$ cat src/rtl/sysid_pkg.sv
// sysid_pkg: types and constants shared by the system-ID probe.
//   sysid_state_t : probe FSM states
//   SYSID_ADDR_*  : word addresses of the system-ID slave
//   sysid_word_t  : 32-bit Avalon data word
package sysid_pkg;

  typedef enum logic [1:0] {
    ST_IDLE,
    ST_REQ,
    ST_LAT,
    ST_CHECK
  } sysid_state_t;

  localparam logic SYSID_ADDR_ID = 1'b0;
  localparam logic SYSID_ADDR_TS = 1'b1;

  typedef logic [31:0] sysid_word_t;

endpackage

$ cat src/rtl/sysid_probe.sv
// sysid_probe: Avalon-MM read master that reads the system-ID slave
// (ID word at address 0, build timestamp at address 1) after reset and on
// each start pulse, latches both words and checks them against build-time
// expected values. Status is sticky until the next scan overwrites it.
//
// Ports:
//   clock           in   system clock
//   reset_n         in   synchronous active-low reset
//   start           in   single-cycle rescan request (ignored while busy)
//   avm_address     out  word address: 0 = ID, 1 = timestamp
//   avm_read        out  read request
//   avm_waitrequest in   slave stall
//   avm_readdata    in   slave read data
//   id_value        out  latched ID word
//   ts_value        out  latched timestamp word
//   busy            out  scan in progress
//   done            out  at least one scan completed since reset
//   pass            out  last completed scan matched
//   timeout         out  last scan aborted on waitrequest
module sysid_probe
  import sysid_pkg::*;
#(
  parameter sysid_word_t EXPECTED_ID  = 32'd12345,
  parameter sysid_word_t EXPECTED_TS  = 32'd0,
  parameter int unsigned CHECK_TS     = 0,
  parameter int unsigned READ_LATENCY = 0,
  parameter int unsigned TIMEOUT      = 255
) (
  input  logic        clock,
  input  logic        reset_n,
  input  logic        start,
  output logic        avm_address,
  output logic        avm_read,
  input  logic        avm_waitrequest,
  input  logic [31:0] avm_readdata,
  output logic [31:0] id_value,
  output logic [31:0] ts_value,
  output logic        busy,
  output logic        done,
  output logic        pass,
  output logic        timeout
);

  localparam int unsigned          STALL_W    = $clog2(TIMEOUT + 1);
  localparam logic [STALL_W-1:0]   STALL_LAST = STALL_W'(TIMEOUT - 1);
  localparam logic [1:0]           LAT_LAST   = 2'(READ_LATENCY);

  sysid_state_t       r_state, w_state_nxt;
  logic               r_addr, w_addr_nxt;
  logic [STALL_W-1:0] r_stall, w_stall_nxt;
  logic [1:0]         r_lat, w_lat_nxt;
  sysid_word_t        r_id, w_id_nxt;
  sysid_word_t        r_ts, w_ts_nxt;
  logic               r_done, w_done_nxt;
  logic               r_pass, w_pass_nxt;
  logic               r_tmo, w_tmo_nxt;
  logic               r_read, w_read_nxt;
  logic               r_busy, w_busy_nxt;
  logic               w_capture;

  always_ff @(posedge clock) begin
    if (!reset_n) begin
      r_state <= ST_REQ;
      r_addr  <= SYSID_ADDR_ID;
      r_stall <= '0;
      r_lat   <= '0;
      r_id    <= '0;
      r_ts    <= '0;
      r_done  <= 1'b0;
      r_pass  <= 1'b0;
      r_tmo   <= 1'b0;
      r_read  <= 1'b1;
      r_busy  <= 1'b1;
    end else begin
      r_state <= w_state_nxt;
      r_addr  <= w_addr_nxt;
      r_stall <= w_stall_nxt;
      r_lat   <= w_lat_nxt;
      r_id    <= w_id_nxt;
      r_ts    <= w_ts_nxt;
      r_done  <= w_done_nxt;
      r_pass  <= w_pass_nxt;
      r_tmo   <= w_tmo_nxt;
      r_read  <= w_read_nxt;
      r_busy  <= w_busy_nxt;
    end
  end

  always_comb begin
    w_state_nxt = r_state;
    w_addr_nxt  = r_addr;
    w_stall_nxt = r_stall;
    w_lat_nxt   = r_lat;
    w_id_nxt    = r_id;
    w_ts_nxt    = r_ts;
    w_done_nxt  = r_done;
    w_pass_nxt  = r_pass;
    w_tmo_nxt   = r_tmo;
    w_capture   = 1'b0;

    case (r_state)
      ST_IDLE: begin
        if (start) begin
          w_addr_nxt  = SYSID_ADDR_ID;
          w_stall_nxt = '0;
          w_state_nxt = ST_REQ;
        end
      end
      ST_REQ: begin
        if (!avm_waitrequest) begin
          if (READ_LATENCY == 0) begin
            w_capture = 1'b1;
          end else begin
            w_lat_nxt   = 2'd1;
            w_state_nxt = ST_LAT;
          end
        end else if (r_stall == STALL_LAST) begin
          // This stall cycle is the TIMEOUT-th one: abort the scan.
          w_tmo_nxt   = 1'b1;
          w_pass_nxt  = 1'b0;
          w_done_nxt  = 1'b1;
          w_state_nxt = ST_IDLE;
        end else begin
          w_stall_nxt = r_stall + 1'b1;
        end
      end
      ST_LAT: begin
        if (r_lat == LAT_LAST) begin
          w_capture = 1'b1;
        end else begin
          w_lat_nxt = r_lat + 2'd1;
        end
      end
      ST_CHECK: begin
        w_pass_nxt  = (r_id == EXPECTED_ID) &&
                      ((CHECK_TS == 0) || (r_ts == EXPECTED_TS));
        w_done_nxt  = 1'b1;
        w_tmo_nxt   = 1'b0;
        w_state_nxt = ST_IDLE;
      end
      default: w_state_nxt = ST_IDLE;
    endcase

    // Capture is shared by the zero-latency accept and the last LAT cycle.
    if (w_capture) begin
      if (r_addr == SYSID_ADDR_ID) begin
        w_id_nxt    = avm_readdata;
        w_addr_nxt  = SYSID_ADDR_TS;
        w_stall_nxt = '0;
        w_state_nxt = ST_REQ;
      end else begin
        w_ts_nxt    = avm_readdata;
        w_state_nxt = ST_CHECK;
      end
    end

    // read/busy are registered from the next state so they leave no
    // combinational path from the inputs.
    w_read_nxt = (w_state_nxt == ST_REQ);
    w_busy_nxt = (w_state_nxt != ST_IDLE);
  end

  assign avm_address = r_addr;
  assign avm_read    = r_read;
  assign id_value    = r_id;
  assign ts_value    = r_ts;
  assign busy        = r_busy;
  assign done        = r_done;
  assign pass        = r_pass;
  assign timeout     = r_tmo;

endmodule

$ cat config.mk
export PLATFORM = sky130hd
export DESIGN_NAME = sysid_probe
export DESIGN_NICKNAME = d
export VERILOG_FILES = /design/src/rtl/sysid_pkg.sv /design/src/rtl/sysid_probe.sv
export SDC_FILE = /design/constraint.sdc
export NUM_CORES = 1
export LEC_CHECK = 0
export CAP_MARGIN = 25
export CORE_UTILIZATION = 42
export DETAILED_ROUTE_END_ITERATION = 7
export GPL_ROUTABILITY_DRIVEN = 0
export GPL_TIMING_DRIVEN = 0
export PLACE_DENSITY_LB_ADDON = 0.15
export SYNTH_ARGS = -nofsm -noshare
export SYNTH_HDL_FRONTEND = slang
export SYNTH_SLANG_ARGS = --single-unit
$ cat constraint.sdc
create_clock -name clock -period 1.75 [get_ports clock]
set_input_delay 0.4375 -clock clock [delete_from_list [all_inputs] [get_ports clock]]
set_output_delay 0.4375 -clock clock [all_outputs]
set_load 0.005 [all_outputs]
=== After elaboration in Yosys (flattened, before gate mapping) ===
Cells that the tools add are included.

* Logic and storage cells: 57
* Flip-flop bits (word level): 82
* Output and inout port bits: 70
* Bits of input ports: 36

* Add/sub/neg operators: 2
* Bitwise gates (word level): 2
* Equality and inequality tests: 8
* Reductions and logical operators: 8
* Multiplexer cells: 26

{| class="wikitable"
|+ Operators with widths
! cell !! count
|-
| 8-bit 2-to-1 mux || 5
|-
| 32-bit by 14-bit equality test with 1-bit output (second input constant) || 1
|-
| 8-bit one-hot mux with 2 select lines || 1
|-
| 1-bit 2-to-1 mux || 10
|-
| 2-bit 2-to-1 mux || 5
|-
| 8-bit by 1-bit adder with 8-bit output (second input constant) || 1
|-
| 8-bit equality test (second input constant) || 1
|-
| 1-bit one-hot mux with 2 select lines || 4
|-
| 2-bit one-hot mux with 3 select lines || 1
|-
| 2-bit AND reduction || 3
|-
| 2-bit by 1-bit equality test with 1-bit output (second input constant) || 2
|-
| 2-bit equality test (second input constant) || 2
|-
| 2-bit logical NOT || 2
|-
| 2-bit inequality test (second input constant) || 2
|-
| 2-bit nonzero test || 2
|-
| 3-bit AND reduction || 1
|-
| 2-bit by 1-bit adder with 2-bit output (second input constant) || 1
|-
| 1-bit inverter || 2
|}

=== Depth between registers and ports, before layout ===
* Depth in word-level cells: 6
* Depth in mapped cells: 8
* Gate-level depth less buffers: 6

=== Worst setup path after synthesis ===
No wires, ideal clock.

* Path kind: register to register
* From: reg r_state[1]
* To: reg r_read (netlist: avm_read)
* Library setup time: 148 ps
* Cell stages (with the launch flop): 8
* Period minus slack after synthesis: 1635 ps
* Path slack: 115 ps
* Data required time: 1602 ps
* Arrival: 1487 ps
* Buffers on the path: 2
* Cell sequence: dfxtp_1 inv_1 ha_1 buf_2 nor2b_4 o211ai_4 buf_4 o311ai_0

* Longest elaborated chain between the ends: 5
* Elaborated cells between the ends (all ways): 11
* Classes of those cells: eq/ne: 4; mux: 6; reduce/logical: 1

{| class="wikitable"
|+ Ends and longest elaborated chain
! item !! RTL line !! source
|-
| from (decl) || sysid_probe.sv:48 || <nowiki>sysid_state_t r_state, w_state_nxt;</nowiki>
|-
| from (signal assigned) || sysid_probe.sv:75 || <nowiki>r_state <= w_state_nxt;</nowiki>
|-
| 2-bit 2-to-1 mux || sysid_probe.sv:117 || <nowiki>end else if (r_stall == STALL_LAST) begin</nowiki>
|-
| 2-bit 2-to-1 mux || sysid_probe.sv:110 || <nowiki>if (!avm_waitrequest) begin</nowiki>
|-
| 2-bit one-hot mux with 3 select lines || sysid_probe.sv:101 || <nowiki>case (r_state)</nowiki>
|-
| 2-bit 2-to-1 mux * || sysid_probe.sv:145 || <nowiki>if (w_capture) begin</nowiki>
|-
| 2-bit by 1-bit equality test with 1-bit output * || sysid_probe.sv:159 || <nowiki>w_read_nxt = (w_state_nxt == ST_REQ);</nowiki>
|-
| to (signal assigned) || sysid_probe.sv:84 || <nowiki>r_read <= w_read_nxt;</nowiki>
|-
| to (decl) || sysid_probe.sv:57 || <nowiki>logic r_read, w_read_nxt;</nowiki>
|}

Every way passes the cells marked *; elsewhere a longest branch is shown, timed or not.
A chain may end at the register's enable or synchronous reset.

=== Worst setup path in the final report ===
* From: in avm_waitrequest
* To: reg r_id[11] (netlist: id_value[11])

* Longest elaborated chain between the ends: 3

{| class="wikitable"
|+ Ends and longest elaborated chain
! item !! RTL line !! source
|-
| from (decl) || sysid_probe.sv:34 || <nowiki>input logic avm_waitrequest,</nowiki>
|-
| 1-bit 2-to-1 mux || sysid_probe.sv:110 ||
|-
| 1-bit one-hot mux with 2 select lines || sysid_probe.sv:101 ||
|-
| 2-bit AND reduction (no line) || n/a ||
|-
| to (signal assigned) || sysid_probe.sv:79 || <nowiki>r_id <= w_id_nxt;</nowiki>
|-
| to (decl) || sysid_probe.sv:52 || <nowiki>sysid_word_t r_id, w_id_nxt;</nowiki>
|}

Every way passes these cells.

==> impl_metrics.ini <==
[floorplan]
initial_core_util_pct = 44.3
dieArea_um2 = 8680
rows = 32
die_h_um = 93.2
core_um2 = 7890
io_pins = 106
die_width_um = 93.2

[sta]
fin_skew_ns = 0.00555
setup_violations = 0
rsz0062_at_grt = yes
worst_pin_slew_ns = 0.445
setup-tns-final_ns = 0
period_needed_ns = 1.70
report.final.slew_viol_count = 0
fmax_mhz = 587
finalHoldViolations = 0
finalWorstSetupSlack_ns = 0.0464
min_period_over_period_pct = 97.3
max_slew_margin_pct = 70.4

[clock_network]
clk_latency_ns = 0.34
clk_pin_slew_ns = 0.08
numCtsBuffers = 9
numClockSinks = 82
h-tree-depth = 3
clock_path_buffers = 2
cts_tree = done
root_buffer = clkbuf_8

[worst_setup_path]
critPathKind = input pin to register
r2r_cells = 5
critPathLaunch = avm_waitrequest
critPathArrivalTime_ns = 1.98
r2r-end = pass
setup.worst_path.end_class = register
cp.required_ns = 2.03
crit_fanout = 10
start_kind = input pin
timing.rr.start = r_state[0]
reg2reg_slack_ns = 0.05
crit_end = id_value[11]

[global_route]
antenna_found_initial = 0
grt_pass1_wl_um = 15500
grt_pass1_vias = 3120
grt_max_degree = 15
grt_overflow = 0
grt.total_usage_pct = 22.9

[synth]
yosysWarningCount = 0
synth.distinct_cells = 41
synth_edf_count = 0
synth_nets = 460
ys.flop_type = dfxtp_1
synthCells = 416
ys_ff_latch = 82
syn_area_um2 = 3490
yosysSeqAreaShare_pct = 47.0
async_flop_share_pct = 0
avgSynthCellArea_um2 = 8.39

[placement]
dp_slack_ns = -0.376
dp_hpwl_um = 6560
place_area_um2 = 4670
portBuffers = 105

[hold_path]
min-delay-start = ts_value[8]
hold_path.class = register to register

[power]
power.total_uw = 7170
peakVddDrop_mv = 0.816
power.leakage_uw = 0.00188
powerDensity_nw_per_um2 = 1390

[detailed_routing]
dr.pass1.iters = 4
post_drt_wl_per_cell_um = 14.9
drt_first_iter_violations = 116
drc = 0
ant_nets = 0
vias = 3318
routed_via_density = 5.09
routed_wl_um = 9710

[final_layout]
layout-drive-gt1-share_pct = 12.4
fin_area_um2 = 5170
finish.utilization_pct = 65.5
layout.cells.most_common = nand2_1
final_cell_mix = nand2_1 (139), clkdlybuf4s50_1 (105), dfxtp_1 (79)
antenna_cells = 0
syn_to_final_growth_pct = 48.1
fin_nets = 589

[outcome]
run_status = complete, no violations

[job]
maxCapViolations = 0
## cells in the mapped netlist, types with 2 or more instances
| cell type | instances | area [um^2] |
|---|---|---|
| clkbuf_1 | 10 | 37.5 |
| nor4_1 | 4 | 25.0 |
| a21boi_0 | 7 | 52.6 |
| nor4b_1 | 2 | 17.5 |
| nand3_1 | 6 | 30.0 |
| o21a_1 | 3 | 22.5 |
| a21oi_1 | 9 | 45.0 |
| mux2i_1 | 2 | 20.0 |
| a21o_1 | 3 | 22.5 |
| nand3b_1 | 2 | 15.0 |
| a21boi_1 | 60 | 450 |
| ha_1 | 8 | 100 |
| nor2_1 | 16 | 60.1 |
| o21ai_0 | 9 | 45.0 |
| dfxtp_1 | 82 | 1640 |
| a211oi_2 | 2 | 25.0 |
| buf_6 | 2 | 22.5 |
| nor2b_1 | 3 | 18.8 |
| nand2_1 | 140 | 526 |
| nand4_1 | 7 | 43.8 |
| buf_2 | 11 | 55.1 |
| inv_1 | 7 | 26.3 |
| nor3_1 | 2 | 10.0 |
| and2_1 | 2 | 12.5 |
## final cells by class
| type | instances | area (um^2) |
|---|---|---|
| tap | 102 | 128 |
| multi-input combinational | 302 | 1790 |
| clock inverter | 6 | 66.3 |
| timing repair buffer | 118 | 1180 |
| inverter | 8 | 30.0 |
| sequential | 82 | 1650 |
| buffer | 24 | 189 |
| clock buffer | 10 | 138 |
| fill | 670 | 2720 |
## metal layers
| metal | GRT usage (%) | part of all wire [%] | up-vias | wire (um) |
|---|---|---|---|---|
| met5 | 0 | 0 | - | 0 |
| met4 | 6.28 | 1.1 | 0 | 103 |
| met3 | 5.53 | 5.8 | 9 | 563 |
| met2 | 36.3 | 48 | 83 | 4680 |
| met1 | 31.0 | 45 | 1582 | 4360 |
| li1 | - | - | 1644 | - |
## registers in the layout (all words and copies together), names as in the netlist
name / count
id_value: 32
ts_value: 32
r_stall: 8
r_lat: 2
r_state: 2
avm_address: 1
avm_read: 1
busy: 1
done: 1
pass: 1
timeout: 1
## worst max-delay path: stages
cell             delay, ns
clkdlybuf4s50_1       0.45
nand2b_2              0.26
a211oi_4              0.31
buf_6                 0.16
buf_6                 0.14
nand2_1               0.08
a21boi_1              0.16
## worst min path at each step
stage / end / slack [ns] / cells past startpoint
after floorplan: ts_value[0] / 0.45 / 2
after global placement: ts_value[0] / 0.44 / 2
after detailed placement: ts_value[31] / 0.45 / 2
after CTS: ts_value[8] / 0.46 / 2
after global routing: ts_value[26] / 0.48 / 2
final: ts_value[8] / 0.45 / 2
## repair_timing
item                                    in CTS  in global routing
resized for setup                           26                 28
endpoints found under the setup margin      67                 73
hold buffers                                 0                  0
pin swaps                                    3                  8
endpoints found under the hold margin        0                  0
buffers inserted                             5                  4
gates cloned                                 2                  2
## power by group
part | internal [uW] | switching, uW | total (uW)
clock network | 701 | 705 | 1410
registers | 2240 | 283 | 2520
logic | 1690 | 1560 | 3250
## logic make-up (layout without fill, tap and decap cells)
| family | Yosys count | after routing | synth area share [%] |
|---|---|---|---|
| mux | 3 | 3 | 0.968 |
| flops | 82 | 82 | 47.0 |
| compound gates | 99 | 99 | 20.9 |
| simple gates | 191 | 191 | 23.7 |
| fa+ha+maj | 8 | 8 | 2.87 |
| buf+inv | 32 | 166 | 4.37 |
| xor+xnor | 1 | 1 | 0.251 |
## metrics by stage
step                      std cells  hold slack (ns)
final                           652            0.453
after global routing            652            0.478
after CTS                       646            0.460
after detailed placement        623            0.447
after global placement          623            0.441
after floorplan                 416            0.451
(Power assumes the default switching activity.)
